===== config.mk =====
export PLATFORM = sky130hd
export DESIGN_NAME = jk_ms_bank_flat
export DESIGN_NICKNAME = d
export VERILOG_FILES = /design/src/rtl/jk_ms_bank_if.sv /design/src/rtl/jk_ms_bank.sv /design/src/flat_wrapper.sv
export SDC_FILE = /design/constraint.sdc
export NUM_CORES = 1
export LEC_CHECK = 0
export CAP_MARGIN = 10
export CORE_UTILIZATION = 35
export CTS_CLUSTER_SIZE = 28
export DETAILED_ROUTE_END_ITERATION = 16
export HOLD_SLACK_MARGIN = 0.02
export PLACE_DENSITY_LB_ADDON = 0.1
export SLEW_MARGIN = 20
export SYNTH_ARGS = -nofsm -noshare
export SYNTH_HDL_FRONTEND = slang
export SYNTH_SLANG_ARGS = --single-unit

===== constraint.sdc =====
create_clock -name clk -period 1.6 [get_ports clk]
set_clock_uncertainty 0.2 [all_clocks]
set_input_delay 0.32 -clock clk [delete_from_list [all_inputs] [get_ports clk]]
set_output_delay 0.32 -clock clk [all_outputs]
set_load 0.01 [all_outputs]

===== src/rtl/jk_ms_bank_if.sv =====
// jk_ms_bank_if: control, data and status bundle for the jk_ms_bank flip-flop bank; JK_EVENT_CNT_EN adds ev_cnt/cnt_clr
interface jk_ms_bank_if #(parameter int WIDTH = 8, parameter int TERMS = 3);
  logic                   PRE;
  logic                   en;
  logic [1:0]             mode;
  logic [WIDTH*TERMS-1:0] J;
  logic [WIDTH*TERMS-1:0] K;
  logic [WIDTH-1:0]       Q;
  logic [WIDTH-1:0]       QBAR;
  logic [WIDTH-1:0]       chg;
`ifdef JK_EVENT_CNT_EN
  logic [15:0]            ev_cnt;
  logic                   cnt_clr;
  modport master (output PRE, en, mode, J, K, cnt_clr, input Q, QBAR, chg, ev_cnt);
  modport slave  (input PRE, en, mode, J, K, cnt_clr, output Q, QBAR, chg, ev_cnt);
`else
  modport master (output PRE, en, mode, J, K, input Q, QBAR, chg);
  modport slave  (input PRE, en, mode, J, K, output Q, QBAR, chg);
`endif
endinterface


===== src/rtl/jk_ms_bank.sv =====
// jk_ms_bank: bank of WIDTH JK flip-flops with JK/D/T/hold modes, change mask, optional JK_EVENT_CNT_EN event counter
module jk_ms_bank #(
  parameter int WIDTH = 8,
  parameter int TERMS = 3
) (
  input logic          clk,
  input logic          CLR,
  jk_ms_bank_if.slave  bus
);
  logic [WIDTH-1:0] q, j, k, nxt, chg;
  for (genvar i = 0; i < WIDTH; i++) begin : g_and
    assign j[i] = &bus.J[i*TERMS +: TERMS];
    assign k[i] = &bus.K[i*TERMS +: TERMS];
  end
  assign nxt = bus.PRE            ? '1 :
               !bus.en            ? q :
               bus.mode == 2'b00  ? (j & ~q) | (~k & q) :
               bus.mode == 2'b01  ? j :
               bus.mode == 2'b10  ? q ^ j : q;
  always_ff @(posedge clk or posedge CLR)
    if (CLR) begin
      q   <= '0;
      chg <= '0;
    end else begin
      q   <= nxt;
      chg <= nxt ^ q;
    end
  assign bus.Q    = q;
  assign bus.QBAR = ~q;
  assign bus.chg  = chg;
`ifdef JK_EVENT_CNT_EN
  logic [15:0] cnt;
  always_ff @(posedge clk or posedge CLR)
    if (CLR) cnt <= '0;
    else if (bus.cnt_clr) cnt <= '0;
    else if (|(nxt ^ q) && cnt != 16'hFFFF) cnt <= cnt + 16'd1;
  assign bus.ev_cnt = cnt;
`endif
endmodule


===== src/flat_wrapper.sv =====
// flat-port wrapper written by rule: the top's interface ports become plain ports
module jk_ms_bank_flat 
#(
  parameter int WIDTH = 8,
  parameter int TERMS = 3
)
  (clk, CLR, bus_PRE, bus_en, bus_mode, bus_J, bus_K, bus_Q, bus_QBAR, bus_chg);
  jk_ms_bank_if #(.WIDTH(WIDTH), .TERMS(TERMS)) bus_i ();
  input logic clk;
  input logic CLR;
  input wire logic [$bits(bus_i.PRE)-1:0] bus_PRE;
  input wire logic [$bits(bus_i.en)-1:0] bus_en;
  input wire logic [$bits(bus_i.mode)-1:0] bus_mode;
  input wire logic [$bits(bus_i.J)-1:0] bus_J;
  input wire logic [$bits(bus_i.K)-1:0] bus_K;
  output wire logic [$bits(bus_i.Q)-1:0] bus_Q;
  output wire logic [$bits(bus_i.QBAR)-1:0] bus_QBAR;
  output wire logic [$bits(bus_i.chg)-1:0] bus_chg;
  assign bus_i.PRE = bus_PRE;
  assign bus_i.en = bus_en;
  assign bus_i.mode = bus_mode;
  assign bus_i.J = bus_J;
  assign bus_i.K = bus_K;
  assign bus_Q = bus_i.Q;
  assign bus_QBAR = bus_i.QBAR;
  assign bus_chg = bus_i.chg;
  jk_ms_bank #(.WIDTH(WIDTH), .TERMS(TERMS)) u_core (.clk(clk), .CLR(CLR), .bus(bus_i));
endmodule

# --- Yosys cells after proc, flatten, opt, wreduce, memory -nomap -nowiden ---
# Index checks and enable logic that the tools add are counted.
word_totals:
  regBits: 16
  wordCells: 33
  mem_bits_rw: 0
  mem_bits_ro: 0
  output_inout_bits: 24
  latchBits: 0
  inputBits: 54
  mem_count: 0
op_classes:
  shifts: 0
  muxes: 5
  eq_ne: 2
  n_div: 0
  n_mul: 0
  n_addsub: 0
  n_reduce_logical: 17
  bitwise_logic: 7
  magnitude_cmp: 0
ops:
  columns: ["op", "n"]
  rows:
  - ["$reduce_and 3->1", 16]
  - ["$mux 8", 5]
  - ["$and 8x8->8", 2]
  - ["$not 8->8", 2]
  - ["$xor 8x8->8", 2]
  - ["$or 8x8->8", 1]
  - ["$eq 2x1->1 const B", 1]
  - ["$eq 2x2->1 const B", 1]
  - ["$logic_not 2->1", 1]

# --- Logic depth before layout (Yosys ltp) ---
depth:
  ltp_word: 8
  depth_mapped: 5
  ltp_nobuf: 3

# --- Least setup slack after synthesis ---
# OpenSTA, ideal clock, no wires.
synth_path:
  kind: "input -> register"
  start: "input bus_mode[0]"
  end: "register u_core.q[5] (netlist: u_core.bus.Q[5])"
  n_path_buf: 1
  arrival_ns: 1.045
  path_slack_ns: 0.229
  t_required_ns: 1.274
  path_stages: 4
  setup_ns: 0.126
  path_cell_list: "buf_6 > nand4b_1 > a22o_1 > a221o_1"
synth_between:
  elab_chain_cells: 6
synth_lines:
  columns: ["item", "line_no", "text"]
  rows:
  - ["start: declaration", "flat_wrapper.sv:13", "input wire logic [$bits(bus_i.mode)-1:0] bus_mode;"]
  - ["$eq 2x2->1", "jk_ms_bank.sv:19", "bus.mode == 2'b10 ? q ^ j : q;"]
  - ["$mux 8", "jk_ms_bank.sv:19", null]
  - ["$mux 8", "jk_ms_bank.sv:18", "bus.mode == 2'b01 ? j :"]
  - ["$mux 8 (*)", "jk_ms_bank.sv:17", "bus.mode == 2'b00 ? (j & ~q) | (~k & q) :"]
  - ["$mux 8 (*)", "jk_ms_bank.sv:16", "!bus.en ? q :"]
  - ["$mux 8 (*)", "jk_ms_bank.sv:15", "assign nxt = bus.PRE ? '1 :"]
  - ["via u_core.nxt[5]", "jk_ms_bank.sv:10", "logic [WIDTH-1:0] q, j, k, nxt, chg;"]
  - ["end signal: assignment", "jk_ms_bank.sv:25", "q <= nxt;"]
  - ["end: declaration", "jk_ms_bank.sv:10", null]
# The timed path passes the listed nets; every way through them passes the cells marked *.

# --- Worst setup path after layout ---
layout_path:
  start: "register u_core.q[7] (netlist: u_core.bus.Q[7])"
  end: "output bus_QBAR[7]"
layout_between:
  elab_chain_cells: 1
layout_lines:
  columns: ["item", "line_no", "text"]
  rows:
  - ["$not 8->8", "jk_ms_bank.sv:29", "assign bus.QBAR = ~q;"]
  - ["end: declaration", "flat_wrapper.sv:17", "output wire logic [$bits(bus_i.QBAR)-1:0] bus_QBAR;"]
# No other way between the ends.

==> impl_metrics.csv <==
group,metric,value,unit
placement,dp.cells,260,
global_route,busiest_layer,"met2",
final_layout,multi_input_area,641,µm²
global_route,grt_pass1_vias,1460,
logic_synthesis,synth-async-reset-ratio,100,%
critical_path,reg2reg_to,"u_core.bus.chg[7]",
placement,gp_congestion,0.852,
timing,layout_setup_ws,0.0610,ns
global_route,grt_use_total,23.7,%
logic_synthesis,yosys_warnings,0,
timing,fin_crit_sh,96.2,%
power,finalPower,1.12,mW
clock_tree,cts_max_level,1,
critical_path,reg2reg_depth,4,
logic_synthesis,synth_area_leaders,"dfrtp_1 (36%), nand3_1 (7.2%), o21ai_0 (5.9%), a22o_1 (4.7%), nand4b_1 (4.7%)",
critical_path,end_kind,"output pin",
final_layout,nets,281,
logic_synthesis,synth.largest_area_cell,"dfrtp_1",
routing,drc_errors,0,
timing,rsz0062_at_grt,"no",
global_route,grt_max_degree,17,
clock_tree,clk_pin_slew_worst_paths,0.10,ns
power,cellPowerDensity,538,nW/µm²
logic_synthesis,synth_area_per_cell,8.74,µm²
clock_tree,clk_path_buf_depth,2,
final_layout,areaGrowthSynthToFinish,86.8,%
logic_synthesis,syn-cell-area,1110,µm²
critical_path,reg2reg_from,"u_core.bus.Q[7]",
final_layout,n_antenna_cell,0,
critical_path,cp.arrival,1.02,ns
floorplanning,initial_core_util,36.7,%
clock_tree,clock_latency,0.29,ns
global_route,grt_use_met1,27.6,%
floorplanning,die_area,3400,µm²
floorplanning,ios,78,
clock_tree,cts_tree,"done",
routing,firstDrtPassIters,4,
timing,finalSetupTns,0,ns
logic_synthesis,synth.distinct_cells,28,
job,drv_cap,0,
placement,port-buffer-count,77,
logic_synthesis,synth_common_cells,"dfrtp_1 (16), nand3_1 (16), o21ai_0 (13)",
critical_path,cp-start-kind,"flip-flop",
power,irDropWorstVdd,0.279,mV
logic_synthesis,synthesis.nets,181,
floorplanning,core_area,3030,µm²
logic_synthesis,seq_area_frac_synth,36.1,%
hold_path,hp-class,"in -> async",
floorplanning,rows,20,
routing,wl_per_cell,14.1,µm
timing,finalSetupViolations,0,
routing,vias,1417,
global_route,met2_usage,43.2,%
timing,maxSlewViolCount,0,
floorplanning,die_y,58.3,µm
critical_path,crit_type,"reg -> out",
global_route,grt_antenna_before_repair,0,
final_layout,drive_gt1_share,16.0,%
global_route,grt_pass1_wl,6160,µm
timing,fmax,650,MHz
placement,hpwlAfterDp,2880,µm
placement,place_ws,-0.422,ns
logic_synthesis,synthCells,127,
final_layout,fin_util,68.5,%
timing,period_needed,1.54,ns
logic_synthesis,ys_seq_elements,16,
logic_synthesis,synth_edf_count,0,
routing,postRouteWirelength,3790,µm
final_layout,ff_latch_area,400,µm²
floorplanning,die_w,58.3,µm
clock_tree,cts_buffers,3,
routing,drt-vias-per-instance,5.27,
clock_tree,cts.sinks,16,
routing,antenna_left,0,
timing,max_slew_margin,78.5,%
logic_synthesis,ys.flop_type,"dfrtp_1",
critical_path,crit_fanout,3,
logic_synthesis,synth_top_area_share,36.1,%
routing,initialDrtViolationCount,26,
global_route,gr-usage-met3,3.96,%
timing,finalHoldViolations,0,
timing,tightest_slew,0.322,ns
final_layout,instances_no_fill,269,
outcome,run_status,"finished, final reports clean",
power,p_leak,0.918,nW
critical_path,reg2reg_slack,0.21,ns
final_layout,n_fill_cell,266,
clock_tree,clock-root-buffer,"clkbuf_4",
global_route,overflow,0,
critical_path,required,1.08,ns
## area by class of cell
cell class | count | share of cell area (%)
Clock buffer | 3 | 1.09
Timing Repair Buffer | 101 | 44.1
Tap cell | 44 | 2.66
Inverter | 11 | 1.99
Multi-Input combinational cell | 94 | 30.9
Sequential cell | 16 | 19.3
## power by group
part           internal [mW]  switching (mW)
Sequential             0.434          0.0136
Combinational          0.263           0.184
Clock                 0.0874           0.133
## sequential cells by signal, indices dropped and copies added, names as in the netlist
signal / flops
u_core.bus.Q: 8
u_core.bus.chg: 8
## through the flow
step | area, µm² | hold slack [ns]
6_report | 2070 | 0.138
3_5_place_dp | 2020 | 0.358
2_1_floorplan | 1110 | 0.0337
5_1_grt | 2070 | 0.169
4_1_cts | 2080 | 0.152
3_3_place_gp | 2020 | 0.347
## metal layers
| metal | wire [µm] | share of wire, % |
|---|---|---|
| met1 | 1560 | 41 |
| met4 | 41 | 1.1 |
| met2 | 1870 | 49 |
| met3 | 319 | 8.4 |
| met5 | 0 | 0 |
## cells by family after synthesis
logic type / after synthesis / share of synthesized area, %
buffers and inverters: 17 / 8.00
AOI/OAI and AO/OA: 47 / 32.0
and+or+nand+nor: 47 / 23.9
DFF: 16 / 36.1
## worst max path at each step
stage / start / endpoint / slack [ns]
finish: u_core.bus.Q[7] / bus_QBAR[7] / 0.06
global route: u_core.bus.Q[6] / bus_QBAR[6] / 0.0005
CTS: bus_mode[1] / u_core.bus.Q[2] / 0.0004
detailed placement: bus_mode[1] / u_core.bus.chg[6] / -0.42
global placement: bus_mode[0] / u_core.bus.Q[7] / -0.42
floorplan: bus_mode[0] / u_core.bus.Q[5] / 0.23
## critical path, cell delays in order (launching register included)
cell	delay, ns
dfrtp_1	0.41
inv_1	0.07
dlygate4sd2_1	0.26
## layout by cell type, fill, tap and decap left out, types with 5 or more instances in the layout
master	count
a22o_1	6
buf_4	21
clkdlybuf4s50_1	51
dfrtp_1	16
dlygate4sd2_1	20
inv_1	10
nand2_1	5
nand3_1	16
nand4b_1	6
nor2b_1	6
nor3_1	8
o21ai_0	12
## what timing repair did
item	4_1_cts	5_1_grt
endpoints found under the setup margin	40	20
buffers inserted	5	0
hold buffers	0	0
gates resized for setup	34	11
gates cloned	1	0
Power figures use the tool's default switching activity.
